### config.mk
export PLATFORM = sky130hd
export DESIGN_NAME = div_unit
export DESIGN_NICKNAME = d
export VERILOG_FILES = /design/src/rtl/div_unit.sv
export SDC_FILE = /design/constraint.sdc
export NUM_CORES = 1
export LEC_CHECK = 0
export ABC_AREA = 1
export CORE_MARGIN = 2
export CORE_UTILIZATION = 52
export DETAILED_ROUTE_END_ITERATION = 10
export DONT_BUFFER_PORTS = 1
export PLACE_DENSITY = 0.66
export RECOVER_POWER = 50
export SYNTH_ARGS = -nofsm -noshare
export SYNTH_HDL_FRONTEND = slang
export SYNTH_SLANG_ARGS = --single-unit
### constraint.sdc
create_clock -name clk -period 5.7 [get_ports clk]
set_clock_uncertainty 0.1 [all_clocks]
set_input_delay 0.285 -clock clk [delete_from_list [all_inputs] [get_ports clk]]
set_output_delay 0.285 -clock clk [all_outputs]
set_load 0.01 [all_outputs]
### src/rtl/div_unit.sv
// Multi-cycle radix-2 restoring divider (DIV/DIVU) with annul support.
// Optional build macro DIV_EARLY_OUT_EN: finish immediately when |dividend| < |divisor|.
module div_unit #(
  parameter int WIDTH = 32
) (
  input  logic               clk,
  input  logic               rst,
  input  logic               signed_div_i,
  input  logic [WIDTH-1:0]   opdata1_i,
  input  logic [WIDTH-1:0]   opdata2_i,
  input  logic               start_i,
  input  logic               annul_i,
  output logic [2*WIDTH-1:0] result_o,
  output logic               ready_o,
  output logic               busy_o
);

  localparam logic [1:0] S_IDLE   = 2'd0;
  localparam logic [1:0] S_BYZERO = 2'd1;
  localparam logic [1:0] S_ON     = 2'd2;
  localparam logic [1:0] S_END    = 2'd3;

  localparam int CNT_W = $clog2(WIDTH + 1);
  localparam logic [CNT_W-1:0] CNT_LAST = CNT_W'(WIDTH);
  localparam logic [CNT_W-1:0] CNT_ONE  = CNT_W'(1);

  logic [1:0]       state;
  logic [CNT_W-1:0] cnt;
  logic [WIDTH-1:0] rem_r, quo_r, dvs_r;
  logic             neg_q, neg_r;
  logic [WIDTH-1:0] mag1, mag2;
  logic             accept, iterate;

  function automatic logic [WIDTH-1:0] magnitude(input logic [WIDTH-1:0] v, input logic is_signed);
    logic signed [WIDTH-1:0] s;
    s = $signed(v);
    return (is_signed && s < 0) ? $unsigned(-s) : v;
  endfunction

  function automatic logic [WIDTH-1:0] negate_if(input logic [WIDTH-1:0] v, input logic neg);
    return neg ? -v : v;
  endfunction

  // One restoring step: shift {rem,quo} left, keep the difference when it does not go negative.
  function automatic logic [2*WIDTH-1:0] div_step(input logic [WIDTH-1:0] rem,
                                                  input logic [WIDTH-1:0] quo,
                                                  input logic [WIDTH-1:0] dvs);
    logic [WIDTH:0]   sh;
    logic [WIDTH-1:0] diff;
    sh   = {rem, quo[WIDTH-1]};
    diff = sh[WIDTH-1:0] - dvs;
    if (sh >= {1'b0, dvs}) return {diff, quo[WIDTH-2:0], 1'b1};
    else                   return {sh[WIDTH-1:0], quo[WIDTH-2:0], 1'b0};
  endfunction

  assign mag1    = magnitude(opdata1_i, signed_div_i);
  assign mag2    = magnitude(opdata2_i, signed_div_i);
  assign accept  = (state == S_IDLE) && start_i && !annul_i;
  assign iterate = (state == S_ON) && !annul_i && (cnt != CNT_LAST);

  // Datapath registers carry no reset; they are always reloaded on accept.
  always_ff @(posedge clk) begin
    if (accept) begin
      rem_r <= '0;
      quo_r <= mag1;
      dvs_r <= mag2;
      neg_q <= signed_div_i & (opdata1_i[WIDTH-1] ^ opdata2_i[WIDTH-1]);
      neg_r <= signed_div_i & opdata1_i[WIDTH-1];
    end else if (iterate) begin
      {rem_r, quo_r} <= div_step(rem_r, quo_r, dvs_r);
    end
  end

  always_ff @(posedge clk) begin
    if (!rst) begin
      state    <= S_IDLE;
      cnt      <= '0;
      result_o <= '0;
      ready_o  <= 1'b0;
      busy_o   <= 1'b0;
    end else begin
      case (state)
        S_IDLE: begin
          if (accept) begin
            cnt <= '0;
            if (opdata2_i == '0) begin
              state  <= S_BYZERO;
              busy_o <= 1'b1;
            end
`ifdef DIV_EARLY_OUT_EN
            else if (mag1 < mag2) begin
              state    <= S_END;
              result_o <= {opdata1_i, {WIDTH{1'b0}}};
              ready_o  <= 1'b1;
            end
`endif
            else begin
              state  <= S_ON;
              busy_o <= 1'b1;
            end
          end
        end
        S_BYZERO: begin
          state    <= S_END;
          busy_o   <= 1'b0;
          result_o <= '0;
          ready_o  <= 1'b1;
        end
        S_ON: begin
          if (annul_i) begin
            state    <= S_IDLE;
            busy_o   <= 1'b0;
            result_o <= '0;
            ready_o  <= 1'b0;
          end else if (cnt != CNT_LAST) begin
            cnt <= cnt + CNT_ONE;
          end else begin
            state    <= S_END;
            busy_o   <= 1'b0;
            result_o <= {negate_if(rem_r, neg_r), negate_if(quo_r, neg_q)};
            ready_o  <= 1'b1;
          end
        end
        S_END: begin
          if (!start_i) begin
            state    <= S_IDLE;
            result_o <= '0;
            ready_o  <= 1'b0;
          end
        end
        default: state <= S_IDLE;
      endcase
    end
  end

endmodule
==> results by group, run 1 <==
Status
  – Result of the run: finished clean

Timing
  – Relative slew slack: 0.269
  – Endpoints failing hold: 0
  – Final-layout setup total negative slack: 0 ns
  – Final setup violation count: 0
  – Highest Clock Rate: 0.307 GHz
  – Least-Margin Pin Slew: between 1 and 1.5 ns
  – Fin crit period: between 3 and 4 ns
  – Worst Setup Slack, final: between 2 and 2.5 ns
  – Number of slew-limit violations in the final report: 0
  – Worst hold slack across all endpoints: 0.0193 ns
  – RSZ-0062 raised after global routing: false
  – Final cycle utilization of the critical path: 0.572

Finish
  – Commonest non-fill, non-tap cell in the layout: nand2_1
  – Number of standard cells in the layout, taps in and fillers out: about 2200
  – Post-route standard cell area excluding fillers: approximately 13000 sq um
  – Signed area change from the synthesized netlist to the final layout: 8.18%
  – Diodes inserted: 0
  – Share of post-route cells with drive strength above 1: 0.0563
  – Most used cells in the layout excluding fill and tap cells: nand2_1 (550), inv_1 (265), nand3_1 (235)
  – Final core occ: 0.575
  – # nets final: around 2000

Yosys
  – Total nets after synthesis: 2017
  – Mean cell area of the mapped netlist: around 6.6 sq um
  – Cell area after synthesis: 12500 sq um
  – Top cell type by total area after synthesis: dfxtp_1
  – Main synth FF type: dfxtp_1
  – Post-synthesis cell type count: 51
  – Number of standard cells after synthesis: 1903
  – YS warnings: 0
  – Fraction of the yosys area taken by sequential cells: 0.329
  – Post-synthesis register bit count: between 150 and 200
  – Biggest area contributors in the synthesized netlist: dfxtp_1 (17%), nand2_1 (17%), edfxtp_1 (16%)
  – EDFF count, synth: 66
  – Ys async rst share: 0
  – Area share of the largest cell type after synthesis: 0.170

Clock tree
  – Clock slew at the register clock pins of the worst setup and hold paths: ~0.070 ns
  – Post-CTS setup repair buffer count: 0
  – CTS H-tree lvls: 4
  – Post_cts resized: 0
  – Source-to-sink clock delay at the later pin of the worst-skew pair: 0.45 ns
  – Clock buffer depth: 2
  – Buffer cell driving the clock tree root: clkbuf_16
  – TritonCTS Buffers: 17
  – Total number of clock tree sinks: between 150 and 200
  – Clock tree from TritonCTS: yes

Floorplan
  – Area of the core region: 23500 sq um
  – Initial Util: 0.531
  – Number of placement rows: between 50 and 60
  – Top Ports: ~140
  – Die height: 159 microns
  – Die span in x: approximately 160 microns
  – Die area: approximately 25000 sq um

Worst setup path
  – Critical path launch point: state[0]$_SDFFE_PN0P_
  – Number of cells traversed by the worst register-to-register path: 12
  – Largest fanout on the critical path: 66
  – Kind of capture point of the worst setup path: flip-flop
  – Worst-case register-to-register setup slack: about 2.4 ns
  – Worst EP arrival: 3.52 ns
  – CP startpoint kind: flip-flop
  – Crit path kind: flip-flop to flip-flop
  – Critical path destination: result_o[50]$_SDFFE_PN0P_
  – End of the worst register-to-register path: result_o[50]$_SDFFE_PN0P_
  – Origin of the critical flop-to-flop path: state[0]$_SDFFE_PN0P_
  – Critical path required time: about 6.0 ns

Placement
  – Global placement routability congestion: a little under 1
  – Post-placement worst setup slack: roughly 2.5 ns
  – Detail Placement HPWL: about 28000 microns
  – Count of port buffers added during placement: 0
  – Placed insts: about 2200
  – Placed inst area: between 10000 and 15000 sq um

GRT
  – Pin count of the biggest net entering global routing: 70
  – Remaining Overflow, GRT: 0
  – GRT Total Usage: 0.285
  – Via count of the first global-routing pass: 11227
  – First-pass GRT wire length: between 50000 and 60000 microns
  – Number of antenna violations at the first check in global routing: 0

Drt
  – Number of vias after detailed routing: ~12000
  – Starting DRT DRC Count: around 1000
  – Router iterations before antenna repair: 7
  – Number of vias per cell: 5.44
  – Wire length per cell after detailed routing: roughly 16 microns
  – DRC violations left: 0
  – Antenna-violating nets left: 0
  – Overall routed net length: roughly 36000 microns

Run
  – Max-cap viol count: 0

Pwr
  – Overall power: 3.86 mW
  – Total leakage power: 6.38 nW
  – Power density relative to cell area: between 200 and 300 nW/um^2
  – Worst-case vdd ir drop: around 0.00028 V

Worst hold path
  – Kind of path behind the tightest hold check: input port to flip-flop
==> how the worst min path moves through the flow <==
stage,endpoint,cells past startpoint,startpoint
finish,quo_r[26]$_DFFE_PP_,3,opdata1_i[26]
detailed placement,dvs_r[0]$_DFFE_PP_,0,opdata2_i[0]
CTS,dvs_r[24]$_DFFE_PP_,1,opdata2_i[24]
floorplan,dvs_r[0]$_DFFE_PP_,0,opdata2_i[0]
global route,dvs_r[24]$_DFFE_PP_,1,opdata2_i[24]
global placement,dvs_r[0]$_DFFE_PP_,0,opdata2_i[0]
==> state kept, by name, summed over array words and instances (netlist names) <==
name	cells
state	2
ready_o	1
quo_r	32
result_o	64
cnt	6
dvs_r	32
busy_o	1
rem_r	32
neg_q	1
neg_r	1
==> cell type report <==
type	count	area, sq um
clock inverters	13	111
fillers	2371	9980
inverters	281	1050
flip-flops and latches	172	4100
multi-input cells	1396	7040
clock buffers	19	443
repair buffers	36	337
well taps	319	399
==> what timing repair did <==
| action | CTS | global route |
|---|---|---|
| endpoints found under the hold margin | 33 | 0 |
| setup endpoints to repair | 0 | 0 |
| hold buffers | 28 | 0 |
==> cells in the mapped netlist (all sizes together), types with 2 or more instances <==
cell and n:
dfxtp 106, a21oi 103, nand3 246, nor3 39, a21o 4, nor2 157, or2 14, clkinv 4
o21ai 91, nor3b 3, buf 33, a211oi 2, a31oi 4, inv 277, and2 2, and3 3
nand4 24, edfxtp 66, xor2 37, o31ai 5, o21bai 3, clkbuf 21, nor4 5, a2bb2oi 2
xnor2 29, nand3b 7, nand2 563, o211ai 3, ha 44
==> layer usage <==
layer  routed length (microns)  GRT usage  vias up
li1                          -          -     6151
met3                      2760     0.0635       46
met4                       600     0.0684        0
met1                     16900      0.397     5543
met5                         0          0        -
met2                     16200      0.451      417
==> power by group <==
part / switching, mW / internal, mW
sequential: 0.116 / 1.47
clock: 0.541 / 0.580
combinational: 0.813 / 0.341
==> critical path: stages (launching register included) <==
cell	delay (ns)
dfxtp_1	0.41
inv_1	0.11
ha_1	0.24
inv_1	0.10
nor2_1	0.07
nand2_1	0.17
nand3_2	0.08
buf_4	0.34
nor2_4	0.71
buf_4	0.42
o21ai_0	0.14
a21o_1	0.17
a21oi_1	0.10
==> kinds of logic (layout without fill, tap and decap cells) <==
kind of cell,Yosys count,count (layout),synth area share
buf+inv,335,349,0.106
compound gates,222,222,0.0952
flops,172,172,0.329
simple gates,1063,1063,0.377
fa+ha+maj,45,45,0.0458
xor+xnor,66,66,0.0464
Power figures use the tool's default switching activity.
==> run 2, diff against run 1 <==
Settings changed: ABC_AREA 1 to 0, PLACE_DENSITY 0.66 to 0.69.
Clock period 5.7 ns to 2.65 ns, I/O delays scaled along.
==> results by group, run 2 <==
Floorplan
  – Area of the core region: 20400 sq um (-13%)
  – Die area: 22000 sq um (-13%)
  – Number of placement rows: 52 (-7.1%)
  – Initial Util: 0.533 (+0.00175)
  – Die span in x: 148 microns (-6.5%)
  – Top Ports: 135 (unchanged)
  – Die height: 148 microns (-6.5%)

GRT
  – Most used routing layer: met2
  – Via count of the first global-routing pass: 9903 (-12%)
  – Pin count of the biggest net entering global routing: 63 (-10%)
  – Fraction of met1 tracks used by global routing: 0.412 (+0.0153)
  – Number of antenna violations at the first check in global routing: 0 (unchanged)
  – Remaining Overflow, GRT: 0 (unchanged)
  – GR Util met3: 0.0558 (-0.00765)
  – GRT Total Usage: 0.286 (+0.000990)
  – First-pass GRT wire length: 50700 microns (-13%)
  – GRT met2 Usage: 0.440 (-0.0114)

Clock tree
  – Clock slew at the register clock pins of the worst setup and hold paths: 0.07 ns (about the same)
  – Source-to-sink clock delay at the later pin of the worst-skew pair: 0.43 ns (-0.02 ns)
  – Clock tree from TritonCTS: yes
  – CTS H-tree lvls: 4 (unchanged)
  – TritonCTS Buffers: 17 (unchanged)
  – Buffer cell driving the clock tree root: clkbuf_16
  – Total number of clock tree sinks: 172 (unchanged)
  – Clock buffer depth: 2 (unchanged)

Finish
  – # nets final: 1614 (-20%)
  – Diodes inserted: 0 (unchanged)
  – Number of flip-flops under the largest register name: 64 (unchanged)
  – Share of post-route cells with drive strength above 1: 0.241 (+0.184)
  – Layout filler cell count: 1449 (-39%)
  – Most used cells in the layout excluding fill and tap cells: buf_4 (161), nand2_1 (152), dfxtp_1 (100)
  – Post-route standard cell area excluding fillers: 14700 sq um (+9.0%)
  – Biggest register: result_o
  – Commonest non-fill, non-tap cell in the layout: buf_4
  – Signed area change from the synthesized netlist to the final layout: 35.4%

Yosys
  – Total nets after synthesis: 1387 (-31%)
  – Cell area after synthesis: 10900 sq um (-13%)
  – Fraction of the yosys area taken by sequential cells: 0.378 (+0.0490)
  – Area share of the largest cell type after synthesis: 0.196 (+0.0253)
  – Main synth FF type: dfxtp_1
  – Most frequently used cell type in the post-synthesis netlist: nand2_1
  – Most used standard cells in the synthesized netlist: nand2_1 (157), o21ai_0 (113), dfxtp_1 (106)
  – Post-synthesis register bit count: 172 (unchanged)
  – Ys async rst share: 0 (unchanged)
  – Biggest area contributors in the synthesized netlist: dfxtp_1 (20%), edfxtp_1 (18%), xnor2_1 (6.5%)
  – YS warnings: 0 (unchanged)
  – Top cell type by total area after synthesis: dfxtp_1
  – EDFF count, synth: 66 (unchanged)
  – Mean cell area of the mapped netlist: 8.53 sq um (+30%)
  – Post-synthesis cell type count: 74 (+45%)
  – Number of standard cells after synthesis: 1273 (-33%)

Drt
  – Antenna-violating nets left: 0 (unchanged)
  – Router iterations before antenna repair: 5 (-2)
  – DRC violations left: 0 (unchanged)
  – Wire length per cell after detailed routing: 18.4 microns (+13%)
  – Overall routed net length: 32800 microns (-10%)
  – Starting DRT DRC Count: 940 (-8.6%)
  – Number of vias after detailed routing: 10385 (-15%)
  – Number of vias per cell: 5.83 (+7.2%)

Worst setup path
  – Worst-case register-to-register setup slack: -0.25 ns (-2.69 ns)
  – Crit path kind: flip-flop to flip-flop
  – Critical path launch point: dvs_r[9]$_DFFE_PP_
  – Largest fanout on the critical path: 6 (-91%)
  – Critical path required time: 2.87 ns (-3.09 ns)
  – Worst EP arrival: 3.12 ns (-0.40 ns)
  – End of the worst register-to-register path: rem_r[2]$_SDFFE_PP0P_
  – Number of cells traversed by the worst register-to-register path: 14 (+2)
  – Kind of capture point of the worst setup path: flip-flop
  – CP startpoint kind: flip-flop
  – Origin of the critical flop-to-flop path: dvs_r[9]$_DFFE_PP_

Placement
  – Global placement routability congestion: 0.952 (-0.99%)
  – Count of port buffers added during placement: 0 (unchanged)
  – Detail Placement HPWL: 22200 microns (-21%)
  – Placed inst area: 12300 sq um (-3.0%)

Pwr
  – Worst-case vdd ir drop: 0.000386 V (+40%)
  – Total leakage power: 5.92 nW (-7.3%)
  – Power density relative to cell area: 621 nW/um^2 (+120%)

Timing
  – Worst hold slack across all endpoints: 0.00867 ns (-0.0106 ns)
  – Endpoints failing hold: 0 (unchanged)
  – Number of slew-limit violations in the final report: 0 (unchanged)
  – Worst Setup Slack, final: -0.253 ns (-2.69 ns)
  – RSZ-0062 raised after global routing: true
  – Final cycle utilization of the critical path: 1.10 (+0.523)
  – Fin crit period: 2.90 ns (-0.359 ns)
  – Relative slew slack: 0.235 (-0.0339)
  – Final setup violation count: 41 (+41)
  – Least-Margin Pin Slew: 1.15 ns (+0.0508 ns)
  – Highest Clock Rate: 0.345 GHz (+12%)

Run
  – Max-cap viol count: 0 (unchanged)

Status
  – Failing checks: setup timing
  – Result of the run: complete, but fails checks

Worst hold path
  – Kind of path behind the tightest hold check: input port to flip-flop
  – Depth of the worst hold-timing path: 3 (unchanged)
  – Worst Hold Path EP: state[1]$_SDFFE_PN0P_
  – Hold Startpoint: start_i
==> run 2: repair_timing <==
action	4_1_cts	5_1_grt
buffers inserted	17	6
cloned	2	2
pin swaps	43	37
setup endpoints to repair	43	52
resized for setup	85	86
hold buffers	76	0
endpoints found under the hold margin	116	0
==> run 2: report_power, final <==
part / internal, mW / switching [mW] / total [mW]
Combinational: 1.32 / 1.70 / 3.02
Clock: 1.55 / 1.12 / 2.67
Sequential: 3.15 / 0.287 / 3.43
==> run 2: how the worst max path moves through the flow <==
stage / endpoint / slack, ns / cells after the start
2_1_floorplan: quo_r[0]$_DFFE_PP_ / -0.14 / 9
3_3_place_gp: rem_r[9]$_SDFFE_PP0P_ / -0.37 / 11
3_5_place_dp: rem_r[9]$_SDFFE_PP0P_ / -0.37 / 11
4_1_cts: rem_r[17]$_SDFFE_PP0P_ / -0.19 / 12
5_1_grt: rem_r[25]$_SDFFE_PP0P_ / -0.37 / 13
6_report: rem_r[2]$_SDFFE_PP0P_ / -0.25 / 14
==> run 2: layout make-up <==
| class | instances | area [sq um] | share of cell area |
|---|---|---|---|
| clock buffers | 22 | 497 | 0.0338 |
| clock inverters | 9 | 119 | 0.00809 |
| inverters | 60 | 233 | 0.0158 |
| multi-input cells | 986 | 7050 | 0.480 |
| flip-flops and latches | 172 | 4120 | 0.280 |
| well taps | 270 | 338 | 0.0230 |
| repair buffers | 263 | 2340 | 0.160 |
==> run 2: kinds of logic after synthesis <==
group	after synthesis	synth area share
XOR/XNOR	147	0.119
buffers and inverters	115	0.0420
multiplexers	3	0.00277
AND/OR/NAND/NOR	454	0.209
adder cells (fa/ha/maj)	45	0.0526
AO/OA/AOI/OAI	337	0.197
flip-flops	172	0.378
==> run 2: through the flow <==
stage | util | cells | setup TNS, ns | total power, mW | setup WS, ns
after CTS | 0.699 | 1775 | -4.95 | 8.94 | -0.190
after global routing | 0.722 | 1782 | -11.75 | 9.56 | -0.367
after global placement | 0.604 | 1649 | -7.51 | 6.00 | -0.369
final | 0.722 | 1782 | -6.11 | 9.12 | -0.253
after detailed placement | 0.604 | 1649 | -8.99 | 6.06 | -0.375
after floorplan | - | 1273 | -4.62 | 5.17 | -0.144
==> run 2: metal layers <==
metal | wire length (microns) | vias up
li1 | - | 5012
met1 | 14600 | 4901
met2 | 14700 | 419
met3 | 2820 | 53
met4 | 650 | 0
met5 | 0 | -
==> run 2: worst max-delay path, cell delays in order (launching register included) <==
cell and delay [ns]:
edfxtp_1 0.34, inv_2 0.05, ha_4 0.28, buf_6 0.10
nand3_2 0.07, o211ai_1 0.25, a21oi_2 0.14, a2111oi_4 0.33
nor3_2 0.10, buf_4 0.15, o311a_4 0.37, buf_4 0.17
buf_16 0.14, a21oi_1 0.14, o21ai_1 0.06
==> run 3, diff against run 2 <==
Settings changed: ABC_AREA 0 to 1.
==> results by group, run 3 (synthesis gave the netlist of run 1 again) <==
Drt
  – Starting DRT DRC Count: 1216 (+29%)
  – Number of vias per cell: 5.53 (-5.0%)
  – Antenna-violating nets left: 0 (unchanged)
  – DRC violations left: 0 (unchanged)
  – Router iterations before antenna repair: 6 (+1)
  – Number of vias after detailed routing: 12685 (+22%)
  – Wire length per cell after detailed routing: 17.3 microns (-5.9%)
  – Overall routed net length: 39700 microns (+21%)

Timing
  – Highest Clock Rate: 0.396 GHz (+15%)
  – RSZ-0062 raised after global routing: false
  – Final cycle utilization of the critical path: 0.954 (-0.141)
  – Endpoints failing hold: 0 (unchanged)
  – Final-layout setup total negative slack: 0 ns (+6.11 ns)
  – Relative slew slack: 0.546 (+0.311)
  – Number of slew-limit violations in the final report: 0 (unchanged)
  – Least-Margin Pin Slew: 0.681 ns (-0.467 ns)
  – Fin crit period: 2.53 ns (-0.375 ns)
  – Worst hold slack across all endpoints: 0.0239 ns (+0.0153 ns)
  – Final setup violation count: 0 (-100%)
  – Worst Setup Slack, final: 0.122 ns (+0.375 ns)

Worst setup path
  – Worst EP arrival: 2.61 ns (-0.51 ns)
  – Cell-by-cell trace of the critical path: dlygate4sd3_1, inv_1, ha_2, nand4_1, nor2_2, nand2_2, nor2_4, nand3b_1, o21ai_2, xnor2_1, dlygate4sd3_1
  – Crit-path leading delay family: buffers and inverters
  – Largest fanout on the critical path: 5 (-1)
  – Worst-case register-to-register setup slack: 0.22 ns (+0.47 ns)
  – Crit path kind: input port to flip-flop
  – CP max-delay cell: dlygate4sd3_1
  – Kind of capture point of the worst setup path: flip-flop
  – Cell repeated most along the worst path: dlygate4sd3_1
  – CP max stage delay: 0.56 ns (+0.19 ns)
  – Crit path buf inv count: 3 (-2)
  – Critical path required time: 2.74 ns (-0.13 ns)
  – CP startpoint kind: input port

Pwr
  – Total leakage power: 6.67 nW (+13%)
  – Worst-case vdd ir drop: 0.000675 V (+75%)
  – Share of total power in combinational logic: 0.306 (-0.025)
  – Part of the power in registers: 0.396 (+0.020)
  – Net switching share of the total power: 0.374 (+0.0334)
  – Power density relative to cell area: 611 nW/um^2 (-1.6%)
  – Internal power consumption: 5.40 mW (-10%)
  – Relative contribution of the clock network to total power: 0.298 (+0.006)
  – Reported net switching power: 3.23 mW (+3.8%)

Clock tree
  – Buffer cell driving the clock tree root: clkbuf_16
  – Clock tree from TritonCTS: yes
  – TritonCTS Buffers: 17 (unchanged)
  – Clock buffer depth: 2 (unchanged)
  – Source-to-sink clock delay at the later pin of the worst-skew pair: 0.44 ns (about the same)
  – CTS H-tree lvls: 4 (unchanged)
  – Total number of clock tree sinks: 172 (unchanged)
  – Clock slew at the register clock pins of the worst setup and hold paths: 0.07 ns (about the same)

Finish
  – # nets final: 2074 (+29%)
  – Signed area change from the synthesized netlist to the final layout: 13.3%
  – Most used cells in the layout excluding fill and tap cells: nand2_1 (551), inv_1 (265), nand3_1 (235)
  – Diodes inserted: 0 (unchanged)
  – Final core occ: 0.602 (-0.120)
  – Biggest register: result_o
  – Commonest non-fill, non-tap cell in the layout: nand2_1
  – Post-route standard cell area excluding fillers: 14100 sq um (-3.9%)
  – Number of flip-flops under the largest register name: 64 (unchanged)
  – Share of post-route cells with drive strength above 1: 0.0654 (-0.175)

GRT
  – Remaining Overflow, GRT: 0 (unchanged)
  – Via count of the first global-routing pass: 11931 (+20%)
  – GRT Total Usage: 0.314 (+0.0273)
  – Pin count of the biggest net entering global routing: 66 (+4.8%)
  – First-pass GRT wire length: 62700 microns (+24%)
  – Number of antenna violations at the first check in global routing: 1 (+1)

Worst hold path
  – Kind of path behind the tightest hold check: input port to flip-flop

Floorplan
  – Area of the core region: 23500 sq um (+15%)
  – Top Ports: 135 (unchanged)
  – Die span in x: 159 microns (+7.0%)
  – Number of placement rows: 56 (+7.7%)
  – Initial Util: 0.531 (-0.00175)
  – Die area: 25200 sq um (+14%)
  – Die height: 159 microns (+7.0%)

Placement
  – Placed inst area: 12800 sq um (+4.1%)
  – Post-placement worst setup slack: 0.237 ns (+0.611 ns)
  – Global placement routability congestion: 0.999 (+4.9%)
  – Detail Placement HPWL: 30300 microns (+37%)
  – Count of port buffers added during placement: 0 (unchanged)

Run
  – Max-cap viol count: 0 (unchanged)

Status
  – Result of the run: finished clean
-- run 3: cell types whose count changed in the layout (fill, tap and decap cells not counted), sizes merged, moves of 15 or more --
cell,previous run,this run
a21oi,79,103
a22oi,26,1
buf,181,18
inv,65,284
nand2,158,563
nand3,70,246
nand4,9,24
nor2,61,157
nor2b,43,0
o21ai,117,91
o31ai,25,5
xnor2,80,29
xor2,67,37
-- run 3: what timing repair did --
action	4_1_cts	5_1_grt
hold endpoints to repair	79	0
buffers inserted	0	2
endpoints found under the setup margin	0	5
hold buffers	70	0
gates resized for setup	0	8
-- run 3: tightest hold or removal path, stage by stage --
cell and delay, ns:
nor2_1 0.05, nor3_1 0.13, nor2_1 0.08, nand2_1 0.07, a21oi_1 0.05
-- run 3: through the flow --
stage                     power, mW  cells
after floorplan                5.25   1903
final                          8.62   2292
after detailed placement       5.94   2188
after global placement         5.92   2188
after CTS                      8.62   2290
after global routing           9.11   2292
-- run 3: power groups by stage --
| stage | clock, mW | sequential (mW) | combinational [mW] |
|---|---|---|---|
| after floorplan | 0 | 3.38 | 1.87 |
| after global placement | 0 | 3.46 | 2.46 |
| final | 2.57 | 3.41 | 2.64 |
| after global routing | 2.71 | 3.45 | 2.96 |
| after CTS | 2.62 | 3.40 | 2.60 |
| after detailed placement | 0 | 3.46 | 2.48 |
-- run 3: worst paths after layout --
path / start / end / cells past startpoint
max: opdata2_i[1] / dvs_r[28]$_DFFE_PP_ / 11
min: annul_i / state[1]$_SDFFE_PN0P_ / 5
max reg2reg: state[0]$_SDFFE_PN0P_ / busy_o$_SDFFE_PN0P_ / 10
min reg2reg: result_o[27]$_SDFFE_PN0P_ / result_o[27]$_SDFFE_PN0P_ / 2
-- run 3: layout make-up --
| cell class | instances | area (sq um) |
|---|---|---|
| fillers | 2270 | 9350 |
| multi-input cells | 1396 | 7070 |
| flip-flops and latches | 172 | 4100 |
| inverters | 281 | 1050 |
| repair buffers | 92 | 893 |
| clock buffers | 21 | 514 |
| well taps | 319 | 399 |
| clock inverters | 11 | 88.8 |
-- run 3: metal layers --
layer	track usage	up-vias	share of wire
li1	-	6268	-
met1	0.421	5774	0.43
met2	0.495	539	0.45
met3	0.0724	102	0.087
met4	0.111	2	0.035
met5	0	-	0.00043
